===== src/rtl/dvbc_qam_demapper.sv =====
// DVB-C receive demapper: hard-slices 16/64/256-QAM I/Q, differentially decodes the
// quadrant MSBs and packs m-bit symbol words MSB-first into bytes.
module dvbc_qam_demapper #(
    parameter int unsigned IQ_W   = 12,
    parameter int unsigned LOG2_A = 4
) (
    input  logic            clk_i,
    input  logic            rst_n_i,
    input  logic [1:0]      mode_i,
    input  logic            clear_i,
    input  logic            sym_valid_i,
    output logic            sym_ready_o,
    input  logic [IQ_W-1:0] sym_i_i,
    input  logic [IQ_W-1:0] sym_q_i,
    output logic            byte_valid_o,
    input  logic            byte_ready_i,
    output logic [7:0]      byte_o
);

    localparam int unsigned XW    = IQ_W + 1;
    localparam int unsigned ACC_W = 15;
    localparam int unsigned CNT_W = 4;
    localparam int unsigned SYM_W = 8;

    localparam logic [1:0] MODE_16  = 2'b00;
    localparam logic [1:0] MODE_64  = 2'b01;
    localparam logic [1:0] MODE_RSV = 2'b11;

    logic             en_r;
    logic [1:0]       mode_r;
    logic             ip_r, qp_r;
    logic             slice_full_r;
    logic [SYM_W-1:0] slice_r;
    logic [ACC_W-1:0] acc_r;
    logic [CNT_W-1:0] cnt_r;
    logic             byte_valid_r;

    logic             en_nxt;
    logic [1:0]       mode_nxt;
    logic             ip_nxt, qp_nxt;
    logic             slice_full_nxt;
    logic [SYM_W-1:0] slice_nxt;
    logic [ACC_W-1:0] acc_nxt;
    logic [CNT_W-1:0] cnt_nxt;
    logic             byte_valid_nxt;

    logic [1:0]            mode_eff;
    logic                  ik, qk, pi, pq, dec_a, dec_b;
    logic signed [XW-1:0]  i_ext, q_ext, fx, fy;
    logic [2:0]            lmax, lx, ly, gx, gy;
    logic [SYM_W-1:0]      sym_word;

    logic [CNT_W-1:0] m_bits;
    logic             byte_fire, slice_move, sym_fire;
    logic [ACC_W-1:0] acc_base, ins;
    logic [CNT_W-1:0] cnt_base;

    // Level index along one folded axis, saturated to the outermost ring.
    function automatic logic [2:0] slice_lvl(input logic signed [XW-1:0] v,
                                             input logic [2:0] lim);
        logic [XW-1:0] s;
        s = $unsigned(v) >> (LOG2_A + 1);
        if (s > XW'(lim)) slice_lvl = lim;
        else              slice_lvl = s[2:0];
    endfunction

    // Stage 1: fold to first quadrant, slice, Gray-code, differential decode.
    always_comb begin
        mode_eff = mode_r;
        if (clear_i && (mode_i != MODE_RSV))
            mode_eff = mode_i;
        pi    = clear_i ? 1'b0 : ip_r;
        pq    = clear_i ? 1'b0 : qp_r;
        ik    = sym_i_i[IQ_W-1];
        qk    = sym_q_i[IQ_W-1];
        i_ext = {sym_i_i[IQ_W-1], sym_i_i};
        q_ext = {sym_q_i[IQ_W-1], sym_q_i};
        fx    = i_ext;
        fy    = q_ext;
        case ({ik, qk})
            2'b10:   begin fx = q_ext;  fy = -i_ext; end
            2'b11:   begin fx = -i_ext; fy = -q_ext; end
            2'b01:   begin fx = -q_ext; fy = i_ext;  end
            default: begin fx = i_ext;  fy = q_ext;  end
        endcase
        case (mode_eff)
            MODE_16: lmax = 3'd1;
            MODE_64: lmax = 3'd3;
            default: lmax = 3'd7;
        endcase
        lx = slice_lvl(fx, lmax);
        ly = slice_lvl(fy, lmax);
        gx = lx ^ (lx >> 1);
        gy = ly ^ (ly >> 1);
        if ((ik ^ qk ^ pi ^ pq) == 1'b0) begin
            dec_a = ik ^ pi;
            dec_b = qk ^ pq;
        end else begin
            dec_a = ik ^ pq;
            dec_b = qk ^ pi;
        end
        case (mode_eff)
            MODE_16: sym_word = {4'b0000, dec_a, dec_b, gy[0], gx[0]};
            MODE_64: sym_word = {2'b00, dec_a, dec_b, gy[1:0], gx[1:0]};
            default: sym_word = {dec_a, dec_b, gy, gx};
        endcase
    end

    // Stage 2 handshakes and byte packer datapath.
    always_comb begin
        case (mode_r)
            MODE_16: m_bits = CNT_W'(4);
            MODE_64: m_bits = CNT_W'(6);
            default: m_bits = CNT_W'(8);
        endcase
        byte_fire   = byte_valid_r & byte_ready_i;
        slice_move  = slice_full_r & (~byte_valid_r | byte_fire);
        sym_ready_o = en_r & (~slice_full_r | slice_move);
        sym_fire    = sym_valid_i & sym_ready_o;
        acc_base    = byte_fire ? (acc_r << 8) : acc_r;
        cnt_base    = byte_fire ? (cnt_r - CNT_W'(8)) : cnt_r;
        ins         = (ACC_W'(slice_r) << (CNT_W'(ACC_W) - m_bits)) >> cnt_base;
    end

    // Next state; clear_i dominates and restarts the stream.
    always_comb begin
        en_nxt         = 1'b1;
        mode_nxt       = mode_r;
        ip_nxt         = ip_r;
        qp_nxt         = qp_r;
        slice_full_nxt = slice_full_r;
        slice_nxt      = slice_r;
        acc_nxt        = acc_r;
        cnt_nxt        = cnt_r;
        byte_valid_nxt = byte_valid_r;
        if (clear_i) begin
            mode_nxt       = mode_eff;
            acc_nxt        = '0;
            cnt_nxt        = '0;
            byte_valid_nxt = 1'b0;
            slice_full_nxt = sym_fire;
            ip_nxt         = sym_fire & ik;
            qp_nxt         = sym_fire & qk;
            if (sym_fire)
                slice_nxt = sym_word;
        end else begin
            acc_nxt        = acc_base | (slice_move ? ins : ACC_W'(0));
            cnt_nxt        = cnt_base + (slice_move ? m_bits : CNT_W'(0));
            byte_valid_nxt = (cnt_nxt >= CNT_W'(8));
            if (sym_fire) begin
                slice_nxt      = sym_word;
                slice_full_nxt = 1'b1;
                ip_nxt         = ik;
                qp_nxt         = qk;
            end else if (slice_move) begin
                slice_full_nxt = 1'b0;
            end
        end
    end

    always_ff @(posedge clk_i or negedge rst_n_i) begin
        if (!rst_n_i) begin
            en_r         <= 1'b0;
            mode_r       <= MODE_16;
            ip_r         <= 1'b0;
            qp_r         <= 1'b0;
            slice_full_r <= 1'b0;
            slice_r      <= '0;
            acc_r        <= '0;
            cnt_r        <= '0;
            byte_valid_r <= 1'b0;
        end else begin
            en_r         <= en_nxt;
            mode_r       <= mode_nxt;
            ip_r         <= ip_nxt;
            qp_r         <= qp_nxt;
            slice_full_r <= slice_full_nxt;
            slice_r      <= slice_nxt;
            acc_r        <= acc_nxt;
            cnt_r        <= cnt_nxt;
            byte_valid_r <= byte_valid_nxt;
        end
    end

    assign byte_valid_o = byte_valid_r;
    assign byte_o       = acc_r[ACC_W-1 -: 8];

endmodule


===== config.mk =====
export PLATFORM = sky130hd
export DESIGN_NAME = dvbc_qam_demapper
export DESIGN_NICKNAME = d
export VERILOG_FILES = /design/src/rtl/dvbc_qam_demapper.sv
export SDC_FILE = /design/constraint.sdc
export NUM_CORES = 1
export LEC_CHECK = 0
export ABC_AREA = 0
export CORE_ASPECT_RATIO = 0.5
export CORE_MARGIN = 2
export CORE_UTILIZATION = 49
export CTS_CLUSTER_SIZE = 25
export DETAILED_ROUTE_END_ITERATION = 10
export PLACE_DENSITY = 0.73
export SLEW_MARGIN = 10
export SYNTH_ARGS = -nofsm -noshare
export SYNTH_HDL_FRONTEND = slang
export SYNTH_SLANG_ARGS = --single-unit

===== constraint.sdc =====
create_clock -name clk_i -period 2.91 [get_ports clk_i]
set_input_delay 0.582 -clock clk_i [delete_from_list [all_inputs] [get_ports clk_i]]
set_output_delay 0.582 -clock clk_i [all_outputs]
set_load 0.03 [all_outputs]

# Word level (Yosys, flattened, before mapping)

Cells that the tools add are included.

Register bits: 34
Output and inout port bits: 10
Logic and storage cells: 76

Add/sub/neg operators: 5
$lt $le $gt $ge: 3
Equal/unequal tests: 6
Shift-type cells: 2
Mux-type cells: 26
Bitwise gates (word level): 20
Reduce and logical (&&, ||, !) cells: 5

Operators by type and width:

| cell                | count |
|---|---|
| $pmux 13 s3         | 2 |
| $mux 15             | 3 |
| $neg 12->13         | 2 |
| $gt 8x3->1          | 2 |
| $pmux 8 s2          | 1 |
| $or 15x15->15       | 1 |
| $shl 8x4->15        | 1 |
| $shr 15x4->15       | 1 |
| $mux 1              | 12 |
| $mux 4              | 3 |
| $pmux 4 s2          | 1 |
| $xor 1x1->1         | 7 |
| $and 1x1->1         | 6 |
| $eq 2x1->1 const B  | 3 |
| $mux 3              | 2 |
| $pmux 3 s2          | 1 |
| $xor 3x2->3         | 2 |
| $add 4x4->4         | 1 |
| $eq 2x2->1 const B  | 2 |
| $ge 4x4->1 const B  | 1 |
| $logic_not 2->1     | 2 |
| $sub 4x4->4 const A | 1 |
| $sub 4x4->4 const B | 1 |
| $reduce_bool 3->1   | 1 |
| 6 further kinds     | 8 |

# Logic depth before layout (Yosys ltp)

Depth after elaboration: 9
Mapped depth: 15
Gate-level depth less buffers: 13

# Worst setup path before layout

OpenSTA, ideal clock, no wires.

Path kind: in2reg
From: input port sym_q_i[0]
To: register slice_r[3]
Arrival time: 3,270 ps
Data required time: 2,841 ps
Slack: -429 ps
Cell stages on the path: 11
Path buffers: 1
Cells stage by stage: or4_1 buf_2 or3_1 a222oi_1 o2bb2ai_1 ha_1 a21oi_1 a31o_2 o21ai_1 or4b_1 nand3_1

Longest elaborated chain between the ends: 6

RTL lines:

| what                 | RTL line | RTL |
|---|---|---|
| from (decl)          | 14       | `input logic [IQ_W-1:0] sym_q_i,` |
| $neg 12->13 (*)      | 82       | `2'b11: begin fx = -i_ext; fy = -q_ext; end` |
| $pmux 13 s3 (*)      | 80       | `case ({ik, qk})` |
| $gt 8x3->1           | 63       | `if (s > XW'(lim)) slice_lvl = lim;` |
| $mux 3 (*)           | 63       |  |
| $xor 3x2->3 (*)      | 94       | `gy = ly ^ (ly >> 1);` |
| $pmux 8 s2 (*)       | 102      | `case (mode_eff)` |
| to (signal assigned) | 178      | `slice_r <= slice_nxt;` |
| to (decl)            | 33       | `logic [SYM_W-1:0] slice_r;` |

Every way passes the cells marked *; elsewhere a longest branch is shown, timed or not.
A chain may end at the register's enable or synchronous reset.

# Final worst setup path

From: input port sym_q_i[4]
To: register slice_r[3]

The elaborated chain is that of the path after synthesis.

==> impl_metrics.env <==
export IMPL_status="finished, violations left"
export IMPL_violations="negative setup slack"
export IMPL_clock_path_buffers=2
export IMPL_grt_use_total_pct=24.1
export IMPL_die_y_um=57.3
export IMPL_nets=470
export IMPL_wire_per_inst_um=14.8
export IMPL_root_buffer="clkbuf_16"
export IMPL_start_kind="input port"
export IMPL_synth_top_cells_by_area="dfrtp_1 30%, nand2_1 7.1%, mux2i_1 4.7%"
export IMPL_final_cell_mix="63 x buf_4, 52 x nand2_1, 33 x nor2_1, 33 x dfrtp_1, 31 x clkdlybuf4s50_1"
export IMPL_power_density_nw_per_um2=456
export IMPL_coreArea_um2=5490
export IMPL_power_total_w=0.00177
export IMPL_slew_headroom_pct=59.8
export IMPL_syn_avg_cell_area_um2=8.01
export IMPL_startpoint="sym_q_i[4]"
export IMPL_portBuffers=40
export IMPL_gp_congestion=0.905
export IMPL_path_cells="buf_6 -> or4_4 -> or3_4 -> a222oi_1 -> o2bb2ai_1 -> ha_1 -> buf_4 -> a31o_4 -> o21ai_4 -> or4b_4 -> nand3_2"
export IMPL_hold_viol_final=0
export IMPL_detail_route_antenna_nets=0
export IMPL_diodes=0
export IMPL_start_util_pct=50.8
export IMPL_yosysSeqAreaShare_pct=29.6
export IMPL_mostFrequentLayoutCell="buf_4"
export IMPL_yosys_area_top_type="dfrtp_1"
export IMPL_antenna_found_initial=0
export IMPL_clk_pin_slew_ps=50
export IMPL_cellLeakagePower_nw=1.63
export IMPL_die_width_um=111
export IMPL_worstSetupPathType="input port to flip-flop"
export IMPL_slowest_delay_ps=530
export IMPL_ys_seq_elements=33
export IMPL_maxSlewViolCount=0
export IMPL_synth_edf_count=0
export IMPL_hp_class="flip-flop to flip-flop"
export IMPL_netlist_area_um2=2790
export IMPL_grt_start_max_net_pins=34
export IMPL_crit_slowest_cell="or4_4"
export IMPL_yosysWarnings=0
export IMPL_cap_violations=0
export IMPL_hold_start="slice_r[7]"
export IMPL_fin_ws_ps=-152
export IMPL_final_setup_viol_count=6
export IMPL_synth_nets=389
export IMPL_first_global_vias=2810
export IMPL_hpwlAfterDp_um=5460
export IMPL_viasPerCell=5.75
export IMPL_placementRows=19
export IMPL_cts_buffers=5
export IMPL_async_flop_share_pct=100
export IMPL_drt_initial_drc_count=236
export IMPL_synthFlopType="dfrtp_1"
export IMPL_worstMarginPinSlew_ps=603
export IMPL_fin_area_um2=3890
export IMPL_endpoint_kind="flip-flop"
export IMPL_period_share_pct=105
export IMPL_rr_startpoint="mode_r[0]"
export IMPL_cp_max_fo=4
export IMPL_synthCells=348
export IMPL_required_ps=3120
export IMPL_num_vias=2894
export IMPL_synth_top_area_share_pct=29.6
export IMPL_peakVddDrop_uv=376
export IMPL_cp_top_family="simple AND/OR/NAND/NOR gates"
export IMPL_htreeDepth=2
export IMPL_fin_skew_ps=2.18
export IMPL_place_area_um2=3610
export IMPL_path_buf_inv=2
export IMPL_insertion_delay_ps=270
export IMPL_fin_crit_ps=3060
export IMPL_grt_pass1_wl_um=12700
export IMPL_io_pins=41
export IMPL_drive_above_1_share_pct=25.3
export IMPL_ys_types=60
export IMPL_drcViolationCount=0
export IMPL_grt_ovfl_total=0
export IMPL_drtPass1Iterations=4
export IMPL_routed_wl_um=7460
export IMPL_clock_sinks=33
export IMPL_cts_tree="done"
export IMPL_area_delta_synth_final_pct=39.7
export IMPL_rsz0062_at_grt="yes"
export IMPL_die_area_um2=6350
export IMPL_critPathArrivalTime_ps=3270
export IMPL_max_freq_ghz=0.327
## stage by stage
stage / cells / util (%) / hold WS (ps) / setup TNS, ps / worst slack [ps]
detailed placement: 490 / 65.7 / 476 / -4350 / -838
global route: 503 / 70.9 / 541 / -1120 / -219
CTS: 502 / 69.1 / 487 / -690 / -243
finish: 503 / 70.9 / 482 / -592 / -152
global placement: 490 / 65.7 / 470 / -3710 / -681
floorplan: 348 / - / 286 / -1260 / -333
## report_power, final
| group | switching, W | leakage [nW] | internal, W |
|---|---|---|---|
| Sequential | 0.0000681 | 0.433 | 0.000515 |
| Clock | 0.000175 | 0.0652 | 0.000318 |
| Combinational | 0.000370 | 1.13 | 0.000329 |
## worst register-to-register path, delay by kind of cell (launching register included)
family | cells | cell delay, ps
adder cells (fa/ha/maj) | 1 | 330
AO/OA/AOI/OAI | 1 | 80
flip-flops | 1 | 570
buffers and inverters | 1 | 80
AND/OR/NAND/NOR | 6 | 1300
## synthesized netlist by cell type, types with 5 or more instances
cell type  number
a211oi_1        5
nor2b_1         8
buf_4           8
a21oi_1        10
dfrtp_1        33
o21ai_0        16
inv_1           8
nor2_1         34
o211ai_1        5
a22oi_1         5
a31oi_1        10
nand3b_1        7
nand3_1         5
and2_1          7
mux2i_1        13
mux2_2          7
nand4_1         6
ha_1            9
o31ai_1         5
clkbuf_1       19
xnor2_1         8
nor4_1          8
nand2_1        53
## flip-flops by register name, summed over array words and instances (netlist names)
name / count
qp_r: 1
slice_full_r: 1
mode_r: 2
slice_r: 8
ip_r: 1
cnt_r: 3
byte_valid_o: 1
acc_r: 15
en_r: 1
## kinds of logic (layout without fill, tap and decap cells)
logic type                 count (synthesis)  in the layout  share of synthesized area (%)
DFF                                       33             33                           29.6
adders and majority gates                 10             10                           4.76
other                                      1              1                          0.135
and+or+nand+nor                          150            150                           27.2
xor gates and xnor gates                  11             11                           3.46
buffers and inverters                     38            120                           6.24
AOI/OAI and AO/OA                         85             85                           21.1
muxes                                     20             20                           7.50
## final timing paths
check / end / slack, ps / cells past startpoint
max: slice_r[3] / -150 / 11
min: slice_r[7] / 480 / 2
max reg2reg: slice_r[3] / 500 / 9
min reg2reg: slice_r[7] / 480 / 2
max in group asynchronous: cnt_r[3] / 1880 / 2
min in group asynchronous: qp_r / 710 / 2
## final cells by class
| type | instances | area [um2] |
|---|---|---|
| Multi-Input combinational cell | 277 | 1940 |
| Sequential cell | 33 | 826 |
| Tap cell | 73 | 91.3 |
| Clock buffer | 8 | 136 |
| Timing Repair Buffer | 104 | 873 |
| Inverter | 8 | 30.0 |
| Fill cell | 462 | 1600 |
## layer usage
metal,GRT usage (%),wire length [um],vias up
met1,28.9,3230,1346
met3,3.83,422,19
met5,0,0,-
met4,8.39,163,0
met2,45.1,3650,102
li1,-,-,1427
## what timing repair did
| action | 4_1_cts | 5_1_grt |
|---|---|---|
| pin swaps | 13 | 14 |
| hold buffers | 0 | 0 |
| resized for setup | 25 | 18 |
| gates cloned | 0 | 0 |
| endpoints found under the setup margin | 6 | 6 |
| buffers inserted | 5 | 1 |
| hold endpoints to repair | 0 | 0 |
Note: power is estimated with default switching activity, not from simulation.
